## config.mk

```make
export PLATFORM = sky130hd
export DESIGN_NAME = bcd_addsub_serial
export DESIGN_NICKNAME = d
export VERILOG_FILES = /design/src/rtl/bcd_pkg.sv /design/src/rtl/bcd_digit_cell.sv /design/src/rtl/bcd_addsub_serial.sv
export SDC_FILE = /design/constraint.sdc
export NUM_CORES = 1
export LEC_CHECK = 0
export ABC_AREA = 1
export BUFFER_PORTS_ARGS = -buffer_cell sky130_fd_sc_hd__clkbuf_2
export CAP_MARGIN = 40
export CORE_MARGIN = 3
export CORE_UTILIZATION = 52
export CTS_CLUSTER_DIAMETER = 50
export CTS_CLUSTER_SIZE = 28
export DETAILED_ROUTE_END_ITERATION = 10
export HOLD_SLACK_MARGIN = 0.15
export PLACE_DENSITY = 0.75
export SYNTH_ARGS = -nofsm -noshare
export SYNTH_HDL_FRONTEND = slang
export SYNTH_SLANG_ARGS = --single-unit
export TNS_END_PERCENT = 30
```

## constraint.sdc

```tcl
create_clock -name clk -period 4 [get_ports clk]
set_input_delay 0.6 -clock clk [delete_from_list [all_inputs] [get_ports clk]]
set_output_delay 0.6 -clock clk [all_outputs]
set_load 0.05 [all_outputs]
```

## src/rtl/bcd_pkg.sv

```systemverilog
// Shared definitions for the serial packed-BCD arithmetic blocks.
package bcd_pkg;

    localparam int unsigned DigitW = 4;

    localparam logic ModeAdd = 1'b0;
    localparam logic ModeSub = 1'b1;

    typedef enum logic [1:0] {
        StIdle,
        StRun,
        StDone
    } state_e;

endpackage

```

## src/rtl/bcd_digit_cell.sv

```systemverilog
// Single-digit BCD add/subtract cell; subtraction adds the nine's complement of b.
module bcd_digit_cell
    import bcd_pkg::*;
(
    input  logic [DigitW-1:0] a,
    input  logic [DigitW-1:0] b,
    input  logic              cin,
    input  logic              sub,
    output logic [DigitW-1:0] digit,
    output logic              cout
);

    logic [DigitW-1:0] b_adj;
    logic [DigitW:0]   s;
    logic [DigitW:0]   s_fix;

    always_comb begin
        b_adj = sub ? (4'd9 - b) : b;
        s     = {1'b0, a} + {1'b0, b_adj} + {4'b0000, cin};
        s_fix = s + 5'd6;
        if (s > 5'd9) begin
            digit = s_fix[DigitW-1:0];
            cout  = 1'b1;
        end else begin
            digit = s[DigitW-1:0];
            cout  = 1'b0;
        end
    end

endmodule

```

## src/rtl/bcd_addsub_serial.sv

```systemverilog
// Multi-digit packed-BCD adder/subtractor, one digit per clock, LSD first,
// with the result held behind a valid/ready handshake.
module bcd_addsub_serial
    import bcd_pkg::*;
#(
    parameter int unsigned NDIGITS = 4
) (
    input  logic                      clk,
    input  logic                      rst_n,
    input  logic                      start,
    input  logic                      mode,
    input  logic                      c_in,
    input  logic [DigitW*NDIGITS-1:0] a,
    input  logic [DigitW*NDIGITS-1:0] b,
    output logic                      busy,
    output logic                      out_valid,
    input  logic                      out_ready,
    output logic [DigitW*NDIGITS-1:0] sum,
    output logic                      c_out,
    output logic                      err
);

    localparam int unsigned W    = DigitW * NDIGITS;
    localparam int unsigned IdxW = (NDIGITS > 1) ? $clog2(NDIGITS) : 1;
    localparam logic [IdxW-1:0] LastIdx = IdxW'(NDIGITS - 1);

    state_e          state_q, state_d;
    logic [IdxW-1:0] idx_q, idx_d;
    logic [W-1:0]    a_q, a_d, b_q, b_d, sum_q, sum_d;
    logic            mode_q, mode_d, carry_q, carry_d, err_q, err_d;
    logic            launch, any_bad;
    logic [DigitW-1:0] cell_digit;
    logic            cell_cout;

    // Operands shift right each digit so the cell always sees the low nibble.
    bcd_digit_cell u_cell (
        .a     (a_q[DigitW-1:0]),
        .b     (b_q[DigitW-1:0]),
        .cin   (carry_q),
        .sub   (mode_q),
        .digit (cell_digit),
        .cout  (cell_cout)
    );

    assign launch = start && ((state_q == StIdle) || ((state_q == StDone) && out_ready));

    always_comb begin
        any_bad = 1'b0;
        for (int unsigned i = 0; i < NDIGITS; i++) begin
            if ((a[i*DigitW +: DigitW] > 4'd9) || (b[i*DigitW +: DigitW] > 4'd9)) begin
                any_bad = 1'b1;
            end
        end
    end

    always_comb begin
        state_d = state_q;
        idx_d   = idx_q;
        a_d     = a_q;
        b_d     = b_q;
        sum_d   = sum_q;
        mode_d  = mode_q;
        carry_d = carry_q;
        err_d   = err_q;

        unique case (state_q)
            StRun: begin
                a_d     = a_q >> DigitW;
                b_d     = b_q >> DigitW;
                carry_d = cell_cout;
                sum_d[int'(idx_q)*DigitW +: DigitW] = cell_digit;
                idx_d   = idx_q + IdxW'(1);
                if (idx_q == LastIdx) begin
                    state_d = StDone;
                    idx_d   = '0;
                end
            end
            StDone: begin
                if (out_ready) state_d = StIdle;
            end
            default: state_d = StIdle;
        endcase

        // Launch overrides: covers both IDLE start and the back-to-back DONE handshake.
        if (launch) begin
            state_d = StRun;
            idx_d   = '0;
            a_d     = a;
            b_d     = b;
            mode_d  = mode;
            carry_d = (mode == ModeSub) ? ~c_in : c_in;
            err_d   = any_bad;
        end
    end

    always_ff @(posedge clk or negedge rst_n) begin
        if (!rst_n) begin
            state_q <= StIdle;
            idx_q   <= '0;
            a_q     <= '0;
            b_q     <= '0;
            sum_q   <= '0;
            mode_q  <= ModeAdd;
            carry_q <= 1'b0;
            err_q   <= 1'b0;
        end else begin
            state_q <= state_d;
            idx_q   <= idx_d;
            a_q     <= a_d;
            b_q     <= b_d;
            sum_q   <= sum_d;
            mode_q  <= mode_d;
            carry_q <= carry_d;
            err_q   <= err_d;
        end
    end

    assign busy      = (state_q == StRun);
    assign out_valid = (state_q == StDone);
    assign sum       = sum_q;
    assign c_out     = carry_q;
    assign err       = err_q;

endmodule

```

== Word-level counts from Yosys, hierarchy flattened ==
Index checks and enable logic that the tools add are counted.
Widths: inputs -> output; s select.

* Register bits after elaboration: 55
* Output and inout port bits: 20
* Logic and storage cells: 63

* Add/sub/neg operators: 6
* $lt $le $gt $ge: 9
* Equality and inequality tests: 5
* Shift-type cells: 2
* Mux-type cells: 22
* Bitwise gates (word level): 1
* Reduce and logical (&&, ||, !) cells: 10

{| class="wikitable"
|+ Operator list
! operator !! count
|-
| $mux 16 || 4
|-
| $neg 4->34 || 1
|-
| $shift 4x34->16 const A || 1
|-
| $shiftx 4x34->16 || 1
|-
| $gt 4x4->1 const B || 8
|-
| $bwmux 16 || 1
|-
| $mux 2 || 6
|-
| $mux 1 || 8
|-
| $mux 4 || 2
|-
| $ne 3x1->1 const B || 2
|-
| $add 4x4->5 || 1
|-
| $add 5x1->5 || 1
|-
| $gt 5x4->1 const B || 1
|-
| $logic_or 1x1->1 || 5
|-
| $add 4x3->4 const B || 1
|-
| $eq 2x2->1 const B || 2
|-
| $pmux 2 s2 || 1
|-
| $sub 4x4->4 const A || 1
|-
| $add 2x1->2 const B || 1
|-
| $eq 2x1->1 const B || 1
|-
| $logic_and 1x1->1 || 2
|-
| $logic_not 2->1 || 1
|-
| $reduce_and 2->1 || 1
|-
| $reduce_bool 2->1 || 1
|-
| $not 1->1 || 1
|}

== Depth between registers and ports, before layout ==
Gate-level depths: netlist (run 1).

* Word-level depth: 8
* Mapped depth: 17
* Depth with buffers taken out: 17

== Modules after synthesis ==
Synthesis (run 1) repeated with hierarchy kept, for this count alone.

* Cells, all modules: 366
* Area, all modules: 3,011.6 µm²

{| class="wikitable"
|+ Modules (own cells, without submodules)
! module !! times used !! cells an instance !! area each (µm²) !! sequential area each (µm²)
|-
| bcd_addsub_serial || 1 || 306 || 2,655.0 || 1,376.3
|-
| bcd_digit_cell || 1 || 60 || 356.6 || 0.0
|}

== Worst setup path before layout (run 1) ==
Ideal clock, no wire load.

* Kind: register to register
* Start: reg carry_q (netlist: c_out)
* End: reg sum_q[15] (netlist: sum[15])
* Library setup time: 78 ps
* Arrival time: 2,583 ps
* Required time: 3,922 ps
* Slack: 1,339 ps
* Stages on the path, launching flop included: 14
* Period minus slack after synthesis: 2,661 ps
* Cell sequence: dfrtp_1 > inv_1 > fa_1 > inv_1 > fa_1 > inv_1 > ha_1 > nand2_1 > a21boi_2 > nand2_2 > nand2_4 > nand2_2 > nand4_2 > o21bai_1

* Word-level cells in the longest chain between the ends: 5
* Elaborated cells on any way between the ends: 6
* Those cells by class: 2 x add/sub; 1 x order compare; 1 x shift; 2 x mux

{| class="wikitable"
|+ Ends and longest elaborated chain
! item !! line !! RTL
|-
| start, declared || bcd_addsub_serial.sv:30 || <nowiki>logic mode_q, mode_d, carry_q, carry_d, err_q, err_d;</nowiki>
|-
| start signal, assigned || bcd_addsub_serial.sv:113 || <nowiki>carry_q <= carry_d;</nowiki>
|-
| $add 5x1->5 (*) || bcd_digit_cell.sv:19 || <nowiki>s = {1'b0, a} + {1'b0, b_adj} + {4'b0000, cin};</nowiki>
|-
| $add 4x3->4 or $gt 5x4->1 (tied branches) || bcd_digit_cell.sv:20, bcd_digit_cell.sv:21 ||
|-
| $mux 4 (*) || bcd_digit_cell.sv:21 || <nowiki>if (s > 5'd9) begin</nowiki>
|-
| $shiftx 4x34->16 (*) || bcd_addsub_serial.sv:71 || <nowiki>sum_d[int'(idx_q)*DigitW +: DigitW] = cell_digit;</nowiki>
|-
| $bwmux 16 (*) || bcd_addsub_serial.sv:71 ||
|-
| end signal, assigned || bcd_addsub_serial.sv:111 || <nowiki>sum_q <= sum_d;</nowiki>
|-
| end, declared || bcd_addsub_serial.sv:29 || <nowiki>logic [W-1:0] a_q, a_d, b_q, b_d, sum_q, sum_d;</nowiki>
|}

Every way passes the cells marked *; elsewhere a longest branch is shown, timed or not.
A chain may end at the register's enable or synchronous reset.

== Worst setup path in the final report (run 1) ==
* Start: reg mode_q
* End: reg sum_q[7] (netlist: sum[7])

* Word-level cells in the longest chain between the ends: 7
* Elaborated cells on any way between the ends: 8
* Those cells by class: 3 x add/sub; 1 x order compare; 1 x shift; 3 x mux

{| class="wikitable"
|+ Ends and longest elaborated chain
! item !! line !! RTL
|-
| start, declared || bcd_addsub_serial.sv:30 ||
|-
| start signal, assigned || bcd_addsub_serial.sv:103 || <nowiki>mode_q <= ModeAdd;</nowiki>
|-
| start signal, assigned || bcd_addsub_serial.sv:112 || <nowiki>mode_q <= mode_d;</nowiki>
|-
| $mux 4 (*) || bcd_digit_cell.sv:18 || <nowiki>b_adj = sub ? (4'd9 - b) : b;</nowiki>
|-
| $add 4x4->5 (*) || bcd_digit_cell.sv:19 ||
|-
| $add 5x1->5 (*) || bcd_digit_cell.sv:19 ||
|-
| $add 4x3->4 or $gt 5x4->1 (tied branches) || bcd_digit_cell.sv:20, bcd_digit_cell.sv:21 ||
|-
| $mux 4 (*) || bcd_digit_cell.sv:21 ||
|-
| $shiftx 4x34->16 (*) || bcd_addsub_serial.sv:71 ||
|-
| $bwmux 16 (*) || bcd_addsub_serial.sv:71 ||
|}

Marked as above.

==> results of run 1 <==
==> flip-flops by register name, indices dropped and copies added (netlist names) <==
register / flops
a_q: 16
b_q: 16
sum: 16
idx_q: 2
state_q: 2
c_out: 1
err: 1
mode_q: 1
==> cells in the mapped netlist, drive strengths merged <==
master,n,area [sq um]
fa,2,40.0
clkinv,1,5.00
inv,53,199
nor2,10,45.0
o21ai,18,90.1
nor3,3,25.0
xnor2,2,17.5
nand3b,1,7.51
xor2,1,8.76
o211ai,7,52.6
a21boi,1,11.3
nand2,93,382
nand4,6,43.8
o221ai,17,149
a21oi,3,26.3
o21bai,2,15.0
buf,9,55.0
nor4,1,21.3
a41oi,1,8.76
a22o,1,8.76
o22ai,2,12.5
ha,11,138
dfrtp,55,1380
nand3,26,140
clkbuf,3,11.3
==> critical path, delay by kind of cell (launching register included) <==
family | cells | cell delay [ps]
buffers and inverters | 2 | 220
AOI/OAI and AO/OA | 2 | 300
xor gates and xnor gates | 1 | 150
and+or+nand+nor | 5 | 410
adders and majority gates | 3 | 1020
DFF | 1 | 430
==> cells by family after synthesis <==
kind of cell               after synthesis  synth area share [%]
and+or+nand+nor                        140                  23.0
buffers and inverters                   66                  9.35
DFF                                     55                  47.6
AOI/OAI and AO/OA                       52                  12.9
adders and majority gates               13                  6.15
xor gates and xnor gates                 3                 0.910
==> per-layer routing <==
| metal | vias to the layer above | part of all wire, % | GRT usage, % |
|---|---|---|---|
| met1 | 1125 | 47 | 32.0 |
| met3 | 14 | 5.0 | 3.92 |
| met2 | 75 | 46 | 33.0 |
| met4 | 0 | 1.9 | 6.76 |
| li1 | 1187 | - | - |
| met5 | - | 0 | 0 |
==> area by class of cell <==
cell class | count | area, sq um | share of cell area [%]
inverters | 54 | 204 | 6.14
clock inverters | 2 | 35.0 | 1.06
clock buffers | 6 | 82.6 | 2.49
multi-input cells | 208 | 1240 | 37.4
well taps | 70 | 87.6 | 2.64
flip-flops and latches | 55 | 1380 | 41.4
repair buffers | 58 | 293 | 8.82
==> through the flow <==
step           utilization (%)  worst slack, ps  std cells  hold slack, ps  area (sq um)
2_1_floorplan                -             1340        329             304          2890
3_3_place_gp              61.2             1510        445             465          3200
3_5_place_dp              61.2             1400        445             470          3200
4_1_cts                   63.4             1410        453             284          3320
5_1_grt                   63.4             1180        453             294          3320
6_report                  63.4             1420        453             274          3320
==> worst paths after layout <==
kind	end	slack (ps)	depth (start not counted)
min	c_out$_DFFE_PN0P_	270	1
max	sum[7]$_DFFE_PN0P_	1420	13
min reg2reg	sum[1]$_DFFE_PN0P_	490	2
max reg2reg	sum[7]$_DFFE_PN0P_	1420	13
min in group clk	sum[1]$_DFFE_PN0P_	490	2
max in group asynchronous	b_q[7]$_DFFE_PN0P_	2900	2
==> results_dict.tcl, run 1 <==
set metrics [dict create \
    outcome "complete, no violations" \
    synth_area_per_cell_sq_um 8.78 \
    detail-route-antenna-nets 0 \
    vias_per_cell 5.30 \
    drive_gt1_share_pct 23.8 \
    worstPathArrival_ps 2820 \
    final_hold_viol_count 0 \
    max_freq_mhz 387 \
    grt_max_degree 35 \
    htree_levels 2 \
    postCtsSetupBuffers 0 \
    r2r-start "mode_q$_DFFE_PN0P_" \
    synthCells 329 \
    path_cells "xnor2_1, fa_1, inv_1, fa_1, inv_1, ha_1, nand2_1, a21boi_2, nand2_2, nand2_4, nand2_2, nand4_2, o21bai_1" \
    nets 433 \
    cts_sinks 55 \
    grt_pass1_wl_mm 11.0 \
    portBuffers 57 \
    cts.reportedPaths.clkPinSlew_ps 100 \
    syn_area_sq_um 2890 \
    yosysUniqueCellTypes 37 \
    slew_violations 0 \
    synth_nets 380 \
    clockRootBuffer "clkbuf_8" \
    relSlewSlack_pct 60.4 \
    period_minus_slack_ps 2580 \
    gp_congestion 0.889 \
    cp.required_ps 4240 \
    path_class "flop to flop" \
    setup_violations 0 \
    finClkSkew_ps 7.48 \
    drtIter0Drc 208 \
    drt-total-wl_mm 6.30 \
    num_rows 26 \
    cp_max_fo 5 \
    cts-hold-fix-buffers 0 \
    firstDrtPassIters 4 \
    coreArea_sq_um 5240 \
    n_antenna_cell 0 \
    layout_commonest_cell "nand2_1" \
    min_path_type "input pin to async pin" \
    max_stage_delay_ps 460 \
    slowest_stage "fa_1" \
    critPathLaunch "mode_q$_DFFE_PN0P_" \
    fillCellCount 470 \
    start_kind "flop" \
    clock_path_buffers 2 \
    die_w_microns 80.5 \
    final_cell_mix "82 x nand2_1, 57 x clkbuf_2, 55 x dfrtp_1" \
    start_util_pct 55.2 \
    die_h_microns 80.5 \
    clock_latency_ps 300 \
    vias 2401 \
    cts_inserted_buffers 5 \
    cp-end-kind "flop" \
    grt.total_usage_pct 21.9 \
    fin_crit_sh_pct 64.5 \
    tns_ps 0 \
    post-dp-hpwl_mm 4.70 \
    drv_cap 0 \
    grt_pass1_vias 2395 \
    routedWlPerCell_microns 13.9 \
    worst_slew_pin_slew_ps 593 \
    ys_warn_count 0 \
    grt_remaining_overflow 0 \
    rsz0062_at_grt "false" \
    cts_tree "built" \
    dieArea_sq_um 6490 \
    grt_antenna_before_repair 0 \
    ys_ff_latch 55 \
    cts-resized-gates 0 \
    ioPinCount 58 \
    seq_area_frac_synth_pct 47.6 \
    syn_to_final_growth_pct 14.9 \
    drc 0 \
]
Power of run 1 is not shown: default switching activity piles up to over one toggle a cycle in this logic, so the estimate is an artifact.
==> inputs of run 2 (changes only) <==
Clock period 4 ns to 2.39 ns, I/O delays scaled along.
==> results_dict.tcl, run 2 (synthesis results as in run 1) <==
set metrics [dict create \
    outcome "finished, violations left" \
    violations "setup timing" \
    drt-total-wl_mm 6.70 \
    clock_path_buffers 2 \
    syn_to_final_growth_pct 20.9 \
    worstPathArrival_ps 2700 \
    max_stage_delay_ps 440 \
    post-dp-hpwl_mm 4.88 \
    routedWlPerCell_microns 14.3 \
    die_h_microns 80.5 \
    drv_cap 0 \
    layout_setup_ws_ps -71.8 \
    grt_pass1_vias 2419 \
    detail-route-antenna-nets 0 \
    start_kind "flop" \
    fin_crit_sh_pct 103 \
    clock_latency_ps 320 \
    grt_max_degree 32 \
    firstDrtPassIters 4 \
    die_w_microns 80.5 \
    cts.reportedPaths.clkPinSlew_ps 100 \
    start_util_pct 55.2 \
    gp_congestion 0.810 \
    n_antenna_cell 0 \
    final_cell_mix "79 x nand2_1, 57 x clkbuf_2, 54 x dfrtp_1" \
    cp-end-kind "flop" \
    finClkSkew_ps 15.4 \
    drtIter0Drc 186 \
    dieArea_sq_um 6490 \
    ioPinCount 58 \
    cp_max_fo 4 \
    rsz0062_at_grt "true" \
    final_hold_viol_count 0 \
    layout_commonest_cell "nand2_1" \
    fin_util_pct 66.7 \
    cts_tree "built" \
    coreArea_sq_um 5240 \
    slowest_stage "fa_2" \
    vias 2489 \
    slew_violations 0 \
    fillCellCount 448 \
    cts_sinks 55 \
    portBuffers 57 \
    worst_slew_pin_slew_ps 774 \
    vias_per_cell 5.33 \
    setup_violations 10 \
    htree_levels 2 \
    nets 447 \
    grt.total_usage_pct 22.4 \
    grt_remaining_overflow 0 \
    path_cells "xnor2_2, fa_2, inv_2, fa_2, inv_2, ha_4, nand2_2, a21boi_2, nand2_2, nand2_4, nand2_4, nand4_4, o21bai_1" \
    max_freq_mhz 406 \
    clockRootBuffer "clkbuf_8" \
    cts_inserted_buffers 5 \
    drc 0 \
    cp.required_ps 2630 \
    grt_pass1_wl_mm 11.3 \
    drive_gt1_share_pct 30.0 \
    relSlewSlack_pct 48.4 \
    num_rows 26 \
    min_path_type "input pin to flop" \
    period_minus_slack_ps 2460 \
    path_class "flop to flop" \
    grt_antenna_before_repair 0 \
]
run 2: cell types whose count changed in the layout (fill, tap and decap cells not counted), sizes merged:
cell         previous run  this run
buf                     1        14
clkbuf                 63        62
clkinv                  2         1
clkinvlp                0         1
dlygate4sd3             0         1
inv                    53        54
run 2: metal layers:
layer | part of all wire [%] | global-route usage [%] | up-vias | routed length [microns]
li1 | - | - | 1219 | -
met5 | 0 | 0 | - | 0
met2 | 51 | 37.3 | 58 | 3400
met3 | 4.1 | 2.91 | 9 | 275
met1 | 44 | 30.2 | 1203 | 2930
met4 | 1.3 | 7.26 | 0 | 87
run 2: stage by stage:
stage / cell area, sq um / setup TNS [ps] / worst slack, ps / hold slack (ps) / cells
after floorplan: 2910 / 0 / 13.3 / 62.9 / 329
after global placement: 3260 / 0 / 40.4 / 463 / 451
after detailed placement: 3260 / -65.2 / -34.5 / 468 / 451
after CTS: 3430 / -13.9 / -13.9 / 253 / 463
after global routing: 3490 / -1740 / -180 / 261 / 467
final: 3490 / -338 / -71.8 / 253 / 467
run 2: timing repair:
action	in CTS	in global routing
endpoints found under the setup margin	3	13
hold buffers	1	0
setup buffers	3	4
hold endpoints to repair	29	0
resized for setup	3	12
pin swaps	6	11
run 2: worst max-delay path: cells and delay by family, from the launching register on:
kind	cells	cell delay [ps]
XOR/XNOR	1	150
flip-flops	1	420
AO/OA/AOI/OAI	2	310
buffers and inverters	2	160
AND/OR/NAND/NOR	5	420
adder cells (fa/ha/maj)	3	910
run 2: layout make-up:
class	count	area, sq um	share of cell area [%]
inverters	54	204	5.84
clock buffers	5	68.8	1.97
clock inverters	3	46.3	1.33
repair buffers	72	400	11.5
flip-flops and latches	55	1380	39.4
multi-input cells	208	1310	37.5
well taps	70	87.6	2.51
run 2: final timing paths:
kind / slack, ps / cells past startpoint / to / startpoint
min in group asynchronous: 630 / 2 / sum[1]$_DFFE_PN0P_ / rst_n
min reg2reg: 490 / 2 / sum[11]$_DFFE_PN0P_ / sum[11]$_DFFE_PN0P_
min: 250 / 3 / a_q[12]$_DFFE_PN0P_ / a[12]
max reg2reg: -70 / 13 / sum[7]$_DFFE_PN0P_ / b_q[0]$_DFFE_PN0P_
max in group asynchronous: 1070 / 3 / c_out$_DFFE_PN0P_ / rst_n
max: -70 / 13 / sum[7]$_DFFE_PN0P_ / b_q[0]$_DFFE_PN0P_
Power of run 2 is left out for the same reason.
==> inputs of run 3 (changes only) <==
Settings changed: ABC_AREA 1 to unset, PLACE_DENSITY 0.75 to 0.76.
==> results_dict.tcl, run 3 <==
set metrics [dict create \
    vias 2262 \
    ys_warn_count 0 \
    clock_latency_ps 310 \
    synthArstFlopShare_pct 100 \
    synth_top_area_share_pct 51.4 \
    layout_commonest_cell "nand2_1" \
    drtIter0Drc 93 \
    coreArea_sq_um 4850 \
    min_path_type "input pin to async pin" \
    fin_crit_sh_pct 104 \
    worst_slew_pin_slew_ps 672 \
    portBuffers 57 \
    path_cells "xnor2_2, fa_2, inv_2, fa_2, inv_2, ha_4, a22oi_2, buf_4, a31oi_4, xnor2_2, o21ai_1" \
    worst_hold_slack_ps 166 \
    firstDrtPassIters 4 \
    worstPathArrival_ps 2680 \
    drv_cap 0 \
    syn_area_sq_um 2680 \
    vias_per_cell 5.35 \
    post-dp-hpwl_mm 4.44 \
    cts_sinks 55 \
    max_freq_mhz 402 \
    yosys.area.top_type "dfrtp_1" \
    gp_congestion 0.811 \
    htree_levels 2 \
    grt_remaining_overflow 0 \
    cts-hold-fix-buffers 0 \
    path_class "flop to flop" \
    ys_ff_latch 55 \
    final_cell_mix "85 x nand2_1, 57 x clkbuf_2, 54 x dfrtp_1" \
    synth_nets 337 \
    nets 406 \
    cp-end-kind "flop" \
    synth_edf_count 0 \
    clockRootBuffer "clkbuf_8" \
    fillCellCount 413 \
    outcome "finished, violations left" \
    synth_ff_type "dfrtp_1" \
    ioPinCount 58 \
    relSlewSlack_pct 55.2 \
    rsz0062_at_grt "true" \
    synth_area_per_cell_sq_um 9.37 \
    synthTopCellsByCount "85 x nand2_1, 55 x dfrtp_1, 25 x a22oi_1" \
    n_antenna_cell 0 \
    synth.most_common_cell "nand2_1" \
    slew_violations 0 \
    num_rows 25 \
    drive_gt1_share_pct 28.9 \
    cp.required_ps 2590 \
    period_minus_slack_ps 2490 \
    finClkSkew_ps 6.04 \
    detail-route-antenna-nets 0 \
    final_hold_viol_count 0 \
    start_util_pct 55.3 \
    grt.total_usage_pct 21.4 \
    cts_inserted_buffers 5 \
    syn_to_final_growth_pct 23.0 \
    max_stage_delay_ps 540 \
    cts_tree "built" \
    slowest_stage "fa_2" \
    die_w_microns 77.8 \
    cts.reportedPaths.clkPinSlew_ps 100 \
    start_kind "flop" \
    seq_area_frac_synth_pct 51.4 \
    layout_setup_ws_ps -99.5 \
    violations "setup timing" \
    drc 0 \
    grt_antenna_before_repair 0 \
    cp_max_fo 4 \
    grt_max_degree 56 \
    synth_area_leaders "dfrtp_1 51%, nand2_1 12%, a22oi_1 7.0%" \
    grt_pass1_vias 2271 \
    clock_path_buffers 2 \
    drt-total-wl_mm 5.92 \
    yosysUniqueCellTypes 37 \
    r2r_setup_slack_ps -100 \
    synthCells 286 \
    setup_violations 13 \
    dieArea_sq_um 6050 \
    routedWlPerCell_microns 14.0 \
    grt_pass1_wl_mm 10.3 \
    die_h_microns 77.8 \
]
==> run 3: stage by stage <==
stage / util [%] / instance area, sq um / setup TNS [ps] / std cells / setup WS, ps
2_1_floorplan: - / 2730 / -274 / 286 / -62.2
3_3_place_gp: 65.3 / 3170 / -189 / 414 / -48.5
3_5_place_dp: 65.3 / 3170 / -1560 / 414 / -174
4_1_cts: 68.0 / 3300 / -1220 / 423 / -150
5_1_grt: 68.0 / 3300 / -2810 / 423 / -262
6_report: 68.0 / 3300 / -948 / 423 / -99.5
==> run 3: final cells by class <==
class,count,area [sq um],share of cell area (%)
Inverter,14,52.6,1.59
Multi-Input combinational cell,206,1280,39.0
Tap cell,67,83.8,2.54
Clock buffer,5,68.8,2.09
Timing Repair Buffer,73,409,12.4
Sequential cell,55,1380,41.8
Clock inverter,3,18.8,0.569
==> run 3: logic make-up (layout without fill, tap and decap cells) <==
group	after synthesis	after routing	share of synthesized area, %
XOR/XNOR	5	5	1.63
AND/OR/NAND/NOR	110	110	17.1
buffers and inverters	25	95	3.55
flip-flops	55	55	51.4
adder cells (fa/ha/maj)	13	13	6.63
AO/OA/AOI/OAI	75	75	18.5
multiplexers	3	3	1.17
==> run 3: path summary, 6_finish.rpt <==
| kind | start | to | cells past startpoint |
|---|---|---|---|
| hold / removal | rst_n | sum[9]$_DFFE_PN0P_ | 2 |
| setup / recovery | mode_q$_DFFE_PN0P_ | sum[9]$_DFFE_PN0P_ | 11 |
| setup reg to reg | mode_q$_DFFE_PN0P_ | sum[9]$_DFFE_PN0P_ | 11 |
| min in group clk | a[12] | a_q[12]$_DFFE_PN0P_ | 3 |
| max in group asynchronous | rst_n | c_out$_DFFE_PN0P_ | 2 |
| hold reg to reg | b_q[11]$_DFFE_PN0P_ | b_q[11]$_DFFE_PN0P_ | 2 |
==> run 3: repair_timing <==
item / in CTS / in global routing
setup endpoints to repair: 13 / 13
gates resized for setup: 7 / 0
hold endpoints to repair: 0 / 0
cloned: 0 / 0
buffers inserted: 1 / 0
pin swaps: 12 / 1
==> run 3: metal layers <==
metal  track usage (%)  up-vias  share of wire [%]
met5                 0        -                  0
li1                  -     1119                  -
met3              3.71       14                5.7
met4              8.72        0                2.3
met1              26.4     1056                 44
met2              37.0       73                 48
==> run 3: worst max-delay path: cells and delay by family (launching register included) <==
kind            cells  cell delay, ps
fa+ha+maj           3             940
xor+xnor            2             420
buf+inv             3             240
compound gates      3             350
flops               1             420
Power of run 3 is left out for the same reason.
